===== src/rtl/mul_div_unit.sv =====
// mul_div_unit: iterative RV32M multiply/divide with start/busy/done handshake
module mul_div_unit #(
    parameter int XLEN         = 32,
    parameter bit FAST_SPECIAL = 1'b1
) (
    input  logic            clk,
    input  logic            rst,
    input  logic            start_in,
    input  logic [2:0]      funct3_in,
    input  logic [XLEN-1:0] rs1_value_in,
    input  logic [XLEN-1:0] rs2_value_in,
    input  logic [4:0]      rd_sel_in,
    output logic            busy_out,
    output logic            done_out,
    output logic [XLEN-1:0] result_out,
    output logic [4:0]      rd_sel_out,
    output logic            write_enable_out
);
    typedef enum logic [1:0] {IDLE, BUSY, DONE} state_t;
    state_t state, state_nx;
    logic [2:0] f3;
    logic [XLEN-1:0] a_mag, b_mag, a_mag_in, b_mag_in, fast_res, q_fix, r_fix, p_hi, res_iter;
    logic [2*XLEN-1:0] prod, prod_nx;
    logic [XLEN:0] rem, rem_nx, r_sh, mul_sum;
    logic [4:0] cnt, rd_lat;
    logic neg_q, neg_r, sa, sb, a_sgn, b_sgn, dz_in, ovf_in, special, ge;
    always_comb begin
        a_sgn    = funct3_in[2] ? ~funct3_in[0] : ^funct3_in[1:0];
        b_sgn    = funct3_in[2] ? ~funct3_in[0] : (funct3_in[1:0] == 2'b01);
        sa       = a_sgn & rs1_value_in[XLEN-1];
        sb       = b_sgn & rs2_value_in[XLEN-1];
        a_mag_in = sa ? -rs1_value_in : rs1_value_in;
        b_mag_in = sb ? -rs2_value_in : rs2_value_in;
        dz_in    = (rs2_value_in == '0);
        ovf_in   = ~funct3_in[0] & (rs1_value_in == {1'b1, {(XLEN-1){1'b0}}}) & (&rs2_value_in);
        special  = FAST_SPECIAL && funct3_in[2] && (dz_in || ovf_in);
        fast_res = dz_in ? (funct3_in[1] ? rs1_value_in : '1)
                         : (funct3_in[1] ? '0 : {1'b1, {(XLEN-1){1'b0}}});
    end
    // Multiply shifts the multiplier out of prod[XLEN-1:0]; divide shifts the quotient into it
    always_comb begin
        mul_sum  = {1'b0, prod[2*XLEN-1:XLEN]} + (prod[0] ? {1'b0, a_mag} : '0);
        r_sh     = {rem[XLEN-1:0], prod[XLEN-1]};
        ge       = rem[XLEN] || (r_sh >= {1'b0, b_mag});
        rem_nx   = ge ? r_sh - {1'b0, b_mag} : r_sh;
        prod_nx  = f3[2] ? {{XLEN{1'b0}}, prod[XLEN-2:0], ge} : {mul_sum, prod[XLEN-1:1]};
        p_hi     = neg_q ? ~prod_nx[2*XLEN-1:XLEN] + {{(XLEN-1){1'b0}}, prod_nx[XLEN-1:0] == '0}
                         : prod_nx[2*XLEN-1:XLEN];
        q_fix    = neg_q ? -prod_nx[XLEN-1:0] : prod_nx[XLEN-1:0];
        r_fix    = neg_r ? -rem_nx[XLEN-1:0] : rem_nx[XLEN-1:0];
        res_iter = !f3[2] ? (f3[1:0] == 2'b00 ? prod_nx[XLEN-1:0] : p_hi)
                          : (f3[1] ? r_fix : (b_mag == '0 ? '1 : q_fix));
    end
    always_ff @(posedge clk)
        state <= rst ? IDLE : state_nx;
    always_comb
        state_nx = state == IDLE ? (start_in ? (special ? DONE : BUSY) : IDLE)
                 : state == BUSY ? (&cnt ? DONE : BUSY)
                 : IDLE;
    always_comb begin
        busy_out         = (state != IDLE);
        done_out         = (state == DONE);
        write_enable_out = (state == DONE);
    end
    always_ff @(posedge clk) begin
        if (rst) begin
            f3         <= '0;
            a_mag      <= '0;
            b_mag      <= '0;
            neg_q      <= 1'b0;
            neg_r      <= 1'b0;
            cnt        <= '0;
            rd_lat     <= '0;
            prod       <= '0;
            rem        <= '0;
            result_out <= '0;
            rd_sel_out <= '0;
        end else if (state == IDLE && start_in) begin
            f3     <= funct3_in;
            a_mag  <= a_mag_in;
            b_mag  <= b_mag_in;
            neg_q  <= sa ^ sb;
            neg_r  <= sa;
            cnt    <= '0;
            rd_lat <= rd_sel_in;
            rem    <= '0;
            prod   <= {{XLEN{1'b0}}, funct3_in[2] ? a_mag_in : b_mag_in};
            if (special) begin
                result_out <= fast_res;
                rd_sel_out <= rd_sel_in;
            end
        end else if (state == BUSY) begin
            cnt  <= cnt + 5'd1;
            prod <= prod_nx;
            rem  <= rem_nx;
            if (&cnt) begin
                result_out <= res_iter;
                rd_sel_out <= rd_lat;
            end
        end
    end
endmodule


===== config.mk =====
export PLATFORM = sky130hd
export DESIGN_NAME = mul_div_unit
export DESIGN_NICKNAME = d
export VERILOG_FILES = /design/src/rtl/mul_div_unit.sv
export SDC_FILE = /design/constraint.sdc
export NUM_CORES = 1
export LEC_CHECK = 0
export ABC_AREA = 1
export CAP_MARGIN = 20
export CELL_PAD_IN_SITES_DETAIL_PLACEMENT = 1
export CELL_PAD_IN_SITES_GLOBAL_PLACEMENT = 1
export CORE_ASPECT_RATIO = 0.9
export CORE_UTILIZATION = 43
export DETAILED_ROUTE_END_ITERATION = 8
export GPL_TIMING_DRIVEN = 1
export PLACE_DENSITY = 0.9
export SLEW_MARGIN = 40
export SYNTH_ARGS = -nofsm -noshare
export SYNTH_HDL_FRONTEND = slang
export SYNTH_SLANG_ARGS = --single-unit

===== constraint.sdc =====
create_clock -name clk -period 6.6 [get_ports clk]
set_input_delay 0.99 -clock clk [delete_from_list [all_inputs] [get_ports clk]]
set_output_delay 0.99 -clock clk [all_outputs]
set_load 0.01 [all_outputs]

### After elaboration in Yosys (flattened, before gate mapping)

Index checks and enable logic that the tools add are counted.

* add/subtract/negate cells: 8
* $lt $le $gt $ge: 1
* equality and inequality tests: 5
* multiplexer cells: 33
* bitwise operators: 7
* reductions and logical operators: 17

Operator list (count)
* $mux 32: 20
* $neg 32->32: 4
* $logic_not 32->1: 3
* $mux 64: 1
* $add 32x32->33: 1
* $ge 33x32->1: 1
* $mux 33: 1
* $sub 33x32->33: 1
* $add 32x1->32: 1
* $eq 32x32->1 const B: 1
* $not 32->32: 1
* $reduce_and 32->1: 1
* $mux 5: 4
* $mux 2: 5
* $reduce_bool 2->1: 3
* $add 5x1->5 const B: 1
* $reduce_and 5->1: 1
* $and 1x1->1: 4
* $eq 2x1->1 const B: 2
* $logic_not 2->1: 2
* $reduce_and 3->1: 1
* $eq 2x2->1 const B: 1
* $logic_and 1x1->1: 2
* $logic_or 1x1->1: 2
* other kinds (6): 7

* register bits after elaboration: 215
* bits of input ports: 75
* output and inout bits: 40
* logic and storage cells: 84

### Longest topological paths before layout

Gate-level depths: netlist of run 1.

* word-level depth: 11
* mapped depth: 41
* gate-level depth less buffers: 40

### Worst setup path before layout of run 1

OpenSTA, ideal clock, no wires.

* kind: reg2reg
* from: reg b_mag[3]
* to: reg result_out[12]
* library setup time: 0.120 ns
* arrival: 4.616 ns
* required time: 6.480 ns
* slack: 1.865 ns
* cell stages (with the launch flop): 37
* path buffers: 1
* period minus slack after synthesis: 4.735 ns
* path through: dfxtp_1 -> inv_1 -> ha_1 -> nand2_2 -> inv_2 -> nand2_1 -> nand2_1 -> nand2_1 -> nand3_2 -> nand2_2 -> nand3_2 -> nand2_4 -> nand2_8 -> buf_12 -> o21ai_4 -> ha_1 -> inv_1 -> nor2_1 -> nand3_1 -> nor2_2 -> nand3_2 -> nor3_4 -> nand4_2 -> nor2_1 -> nand2_1 -> nor3_1 -> ha_1 -> ha_1 -> nand3_1 -> nor2_1 -> nand4_1 -> or2_2 -> o21ai_0 -> xnor2_1 -> nand2_1 -> a21oi_1 -> a21oi_1

* longest elaborated chain between the ends: 11
* elaborated cells between the ends (all ways): 20
* classes of those cells: add/sub (4); order compare (1); mux (12); reduce/logical (3)

Ends and longest elaborated chain
* start, declared: RTL line 22 `logic [XLEN-1:0] a_mag, b_mag, a_mag_in, b_mag_in, fast_res, q_fix, r_fix, p_hi, res_iter;`
* start signal, assigned: RTL line 81 `b_mag <= b_mag_in;`
* $ge 33x32->1: RTL line 44 `ge = rem[XLEN] || (r_sh >= {1'b0, b_mag});`
* $logic_or 1x1->1: RTL line 44
* $mux 64: RTL line 46 `prod_nx = f3[2] ? {{XLEN{1'b0}}, prod[XLEN-2:0], ge} : {mul_sum, prod[XLEN-1:1]};`
* $logic_not 32->1 / $neg 32->32 (equally long branches): RTL line 47, 49
* $add 32x1->32 / $mux 32 (equally long branches): RTL line 47, 49
* $mux 32, on equally long branches: RTL line 47, 52
* $mux 32, on equally long branches: RTL line 51, 52
* $mux 32 (*): RTL line 51 `res_iter = !f3[2] ? (f3[1:0] == 2'b00 ? prod_nx[XLEN-1:0] : p_hi)`
* $mux 32 (*): RTL line 96 `if (&cnt) begin`
* $mux 32 (*): RTL line 92 `end else if (state == BUSY) begin`
* $mux 32 (*): RTL line 78 `end else if (state == IDLE && start_in) begin`
* end signal, assigned: RTL line 89 `result_out <= fast_res;`
* end signal, assigned: RTL line 97 `result_out <= res_iter;`
* end, declared: RTL line 15 `output logic [XLEN-1:0] result_out,`

Mark *: on every way between the ends. The rest lies on a longest branch, timed or not. The select of a mux whose other input is x is not followed.
A chain may end at the register's enable or synchronous reset.

### Worst setup path in the final report of run 1

* from: reg b_mag[6]
* to: reg result_out[29]

The elaborated chain is that of the path after synthesis.

==> impl_metrics.toml, run 1 <==
[die]
fp.dieArea_sq_um = 47800
dieHeight_um = 207
core_sq_um = 45800
placementRows = 74
ios = 115
initial_core_util = 0.440
die_x_um = 230

[global_route]
grtUsageTotal = 0.384
grt_pass1_wl_um = 143000
antenna_found_initial = 6
overflow = 0
grt_max_degree = 88
grt_pass1_vias = 24500

[route]
drc = 0
drtIter0Drc = 3069
dr.pass1.iters = 8
routedWlPerCell_um = 22.3
ant_nets = 0
finalWirelength_um = 93400
dr_total_vias = 24900
via_per_inst = 5.95

[logic_synthesis]
synth.distinct_cells = 58
synthArstFlopShare = 0
ys.flop_type = "dfxtp_1"
synth_top_family_by_area = "simple AND/OR/NAND/NOR gates"
yosysWarnings = 0
synth_area_leader_cell = "dfxtp_1"
synthXorXnorAreaFrac = 0.0447
synth_top_cells_by_area = "dfxtp_1 21%, nand2_1 18%, inv_1 11%"
synthMostInstantiatedCell = "nand2_1"
synthMuxAreaShare = 0.00248
synthesis.nets = 3666
synth_compound_area_frac = 0.178
syn-instance-count = 3515
yosysSeqAreaShare = 0.213
post_synth_and_or_nand_nor_area_fraction = 0.374
synth-edff-count = 0
syn_avg_cell_area_sq_um = 5.74
syn-cell-area_sq_um = 20200
ys_seq_elements = 215
synthAdderAreaFrac = 0.0479
synth_top_area_frac = 0.213
synth_commonest_cells = "954 x nand2_1, 569 x inv_1, 322 x nor2_1"

[cts]
clock_path_buffers = 3
cts_buffers = 26
path_clk_slew_ps = 70
worstSkewPairLatency_ps = 600
cts_hold_buf = 0
post_cts_buffers = 0
clock-sinks = 215
htreeDepth = 1
cts_tree = "done"
root_buffer = "clkbuf_16"
ctsResizeCount = 0

[timing]
tns_ps = 0
clock_skew_ps = 47.1
rsz0062_at_grt = "false"
finalSetupViolCount = 0
final-max-slew-violation-count = 0
post-route-min-period_ps = 6050
worstMarginPinSlew_ps = 987
whs_ps = 462
clock.fmax_ghz = 0.165
hold_violations = 0
relSlewSlack = 0.340
worst_slack_ps = 553
timing.final.crit_share = 0.916

[critical_path]
cp_slowest_cell = "ha_1"
cp.required_ps = 7050
start_kind = "register"
path_class = "register to register"
slowest_delay_ps = 370
cp_max_fo = 7
end_kind = "register"
arrival_ps = 6500

[layout]
drive_gt1_frac = 0.0581
final_area_sq_um = 22700
syn_to_final_growth_pct = 12.5
nNetsFinal = 3711
final_core_util = 0.495
fillers = 6481
antenna_cells = 0

[run_status]
status = "complete, no violations"

[placement]
post-place-ws_ps = 691
portBuffers = 114
placed_cell_area_sq_um = 21800
routabilityCongestion = 1.03
hpwl_um = 71800

[flow_run]
max-cap-violations = 0

[power_and_ir_drop]
cellLeakagePower_nw = 11.3
power_density_nw_per_um2 = 266
peakVddDrop_uv = 176

[hold_path]
hold_class = "register to register"
==> placed cells by master, fill, tap and decap left out, types with 6 or more instances in the layout <==
master             n
nor2_4             9
nand3b_1          26
nand3_1          230
a21oi_1          225
and2_1             7
clkbuf_16         26
buf_4             36
nand4_1           52
nand2_2           40
dfxtp_1          213
nand3_2            7
clkdlybuf4s50_1  114
o21ai_1           21
ha_1              74
inv_1            567
o21ai_0          281
nor2_1           316
nor4_1            15
o221ai_1          22
clkinv_1           6
nor2_2            18
nor3_1            35
inv_2             14
nor3_2             6
a31oi_1           14
or2_2             14
xnor2_1           26
o22ai_1           20
o211ai_1          27
a22oi_1            7
nand2_1          953
xor2_1            75
==> power by group <==
group	total (mW)	internal, mW	switching, mW
clock network	1.56	0.903	0.654
registers	1.46	1.40	0.0684
logic	3.00	0.841	2.16
total	6.03	3.14	2.89
==> area by class of cell <==
type	instances	area, sq um	area share
inverter	589	2210	0.0975
tap	608	761	0.0335
multi-input combinational	2577	13100	0.577
clock buffer	36	738	0.0325
sequential	215	4310	0.190
clock inverter	11	155	0.00684
timing repair buffer	151	1420	0.0627
==> routing by layer <==
layer	routed length, um	part of all wire	GRT usage
met2	37600	0.40	0.554
met3	11700	0.13	0.117
met4	4910	0.053	0.171
met1	39100	0.42	0.521
met5	61	0.00065	0.00202
==> registers in the layout (all words and copies together) (netlist names) <==
signal and cells:
rd_sel_out 5, state 2, neg_q 1, rem 33
cnt 5, result_out 32, rd_lat 5, a_mag 32
neg_r 1, f3 3, b_mag 32, prod 64
==> critical path, delay by kind of cell, from the launching register on <==
family	cells	cell delay (ps)
AND/OR/NAND/NOR	28	4010
adder cells (fa/ha/maj)	3	820
AO/OA/AOI/OAI	3	470
buffers and inverters	4	250
flip-flops	1	350
==> stage by stage <==
stage,std cells,total power [mW]
2_1_floorplan,3515,3.48
3_3_place_gp,4140,4.26
3_5_place_dp,4140,4.33
4_1_cts,4187,5.92
5_1_grt,4187,6.34
6_report,4187,6.03
==> final timing paths <==
kind                                             from                           to  slack [ps]  depth (start not counted)
worst max-delay path            b_mag[6]$_SDFFE_PP0P_  result_out[29]$_SDFFE_PP0P_         550                         38
worst min-delay path            a_mag[8]$_SDFFE_PP0P_        a_mag[8]$_SDFFE_PP0P_         460                          2
worst max register to register  b_mag[6]$_SDFFE_PP0P_  result_out[29]$_SDFFE_PP0P_         550                         38
worst min register to register  a_mag[8]$_SDFFE_PP0P_        a_mag[8]$_SDFFE_PP0P_         460                          2
==> kinds of logic after synthesis <==
family	count (synthesis)
mux	5
buf+inv	723
compound gates	651
flops	215
fa+ha+maj	76
simple gates	1742
xor+xnor	103
Power figures use the tool's default switching activity.
==> run 2: changes to the inputs <==
--- a/config.mk
+++ b/config.mk
@@ -11,6 +11,7 @@
 export CELL_PAD_IN_SITES_GLOBAL_PLACEMENT = 1
 export CORE_ASPECT_RATIO = 0.9
 export CORE_UTILIZATION = 43
+export CTS_CLUSTER_SIZE = 30
 export DETAILED_ROUTE_END_ITERATION = 8
 export GPL_TIMING_DRIVEN = 1
 export PLACE_DENSITY = 0.9
==> results of run 2 <==
The final DEF is identical to that of run 1; final timing and power are the same.
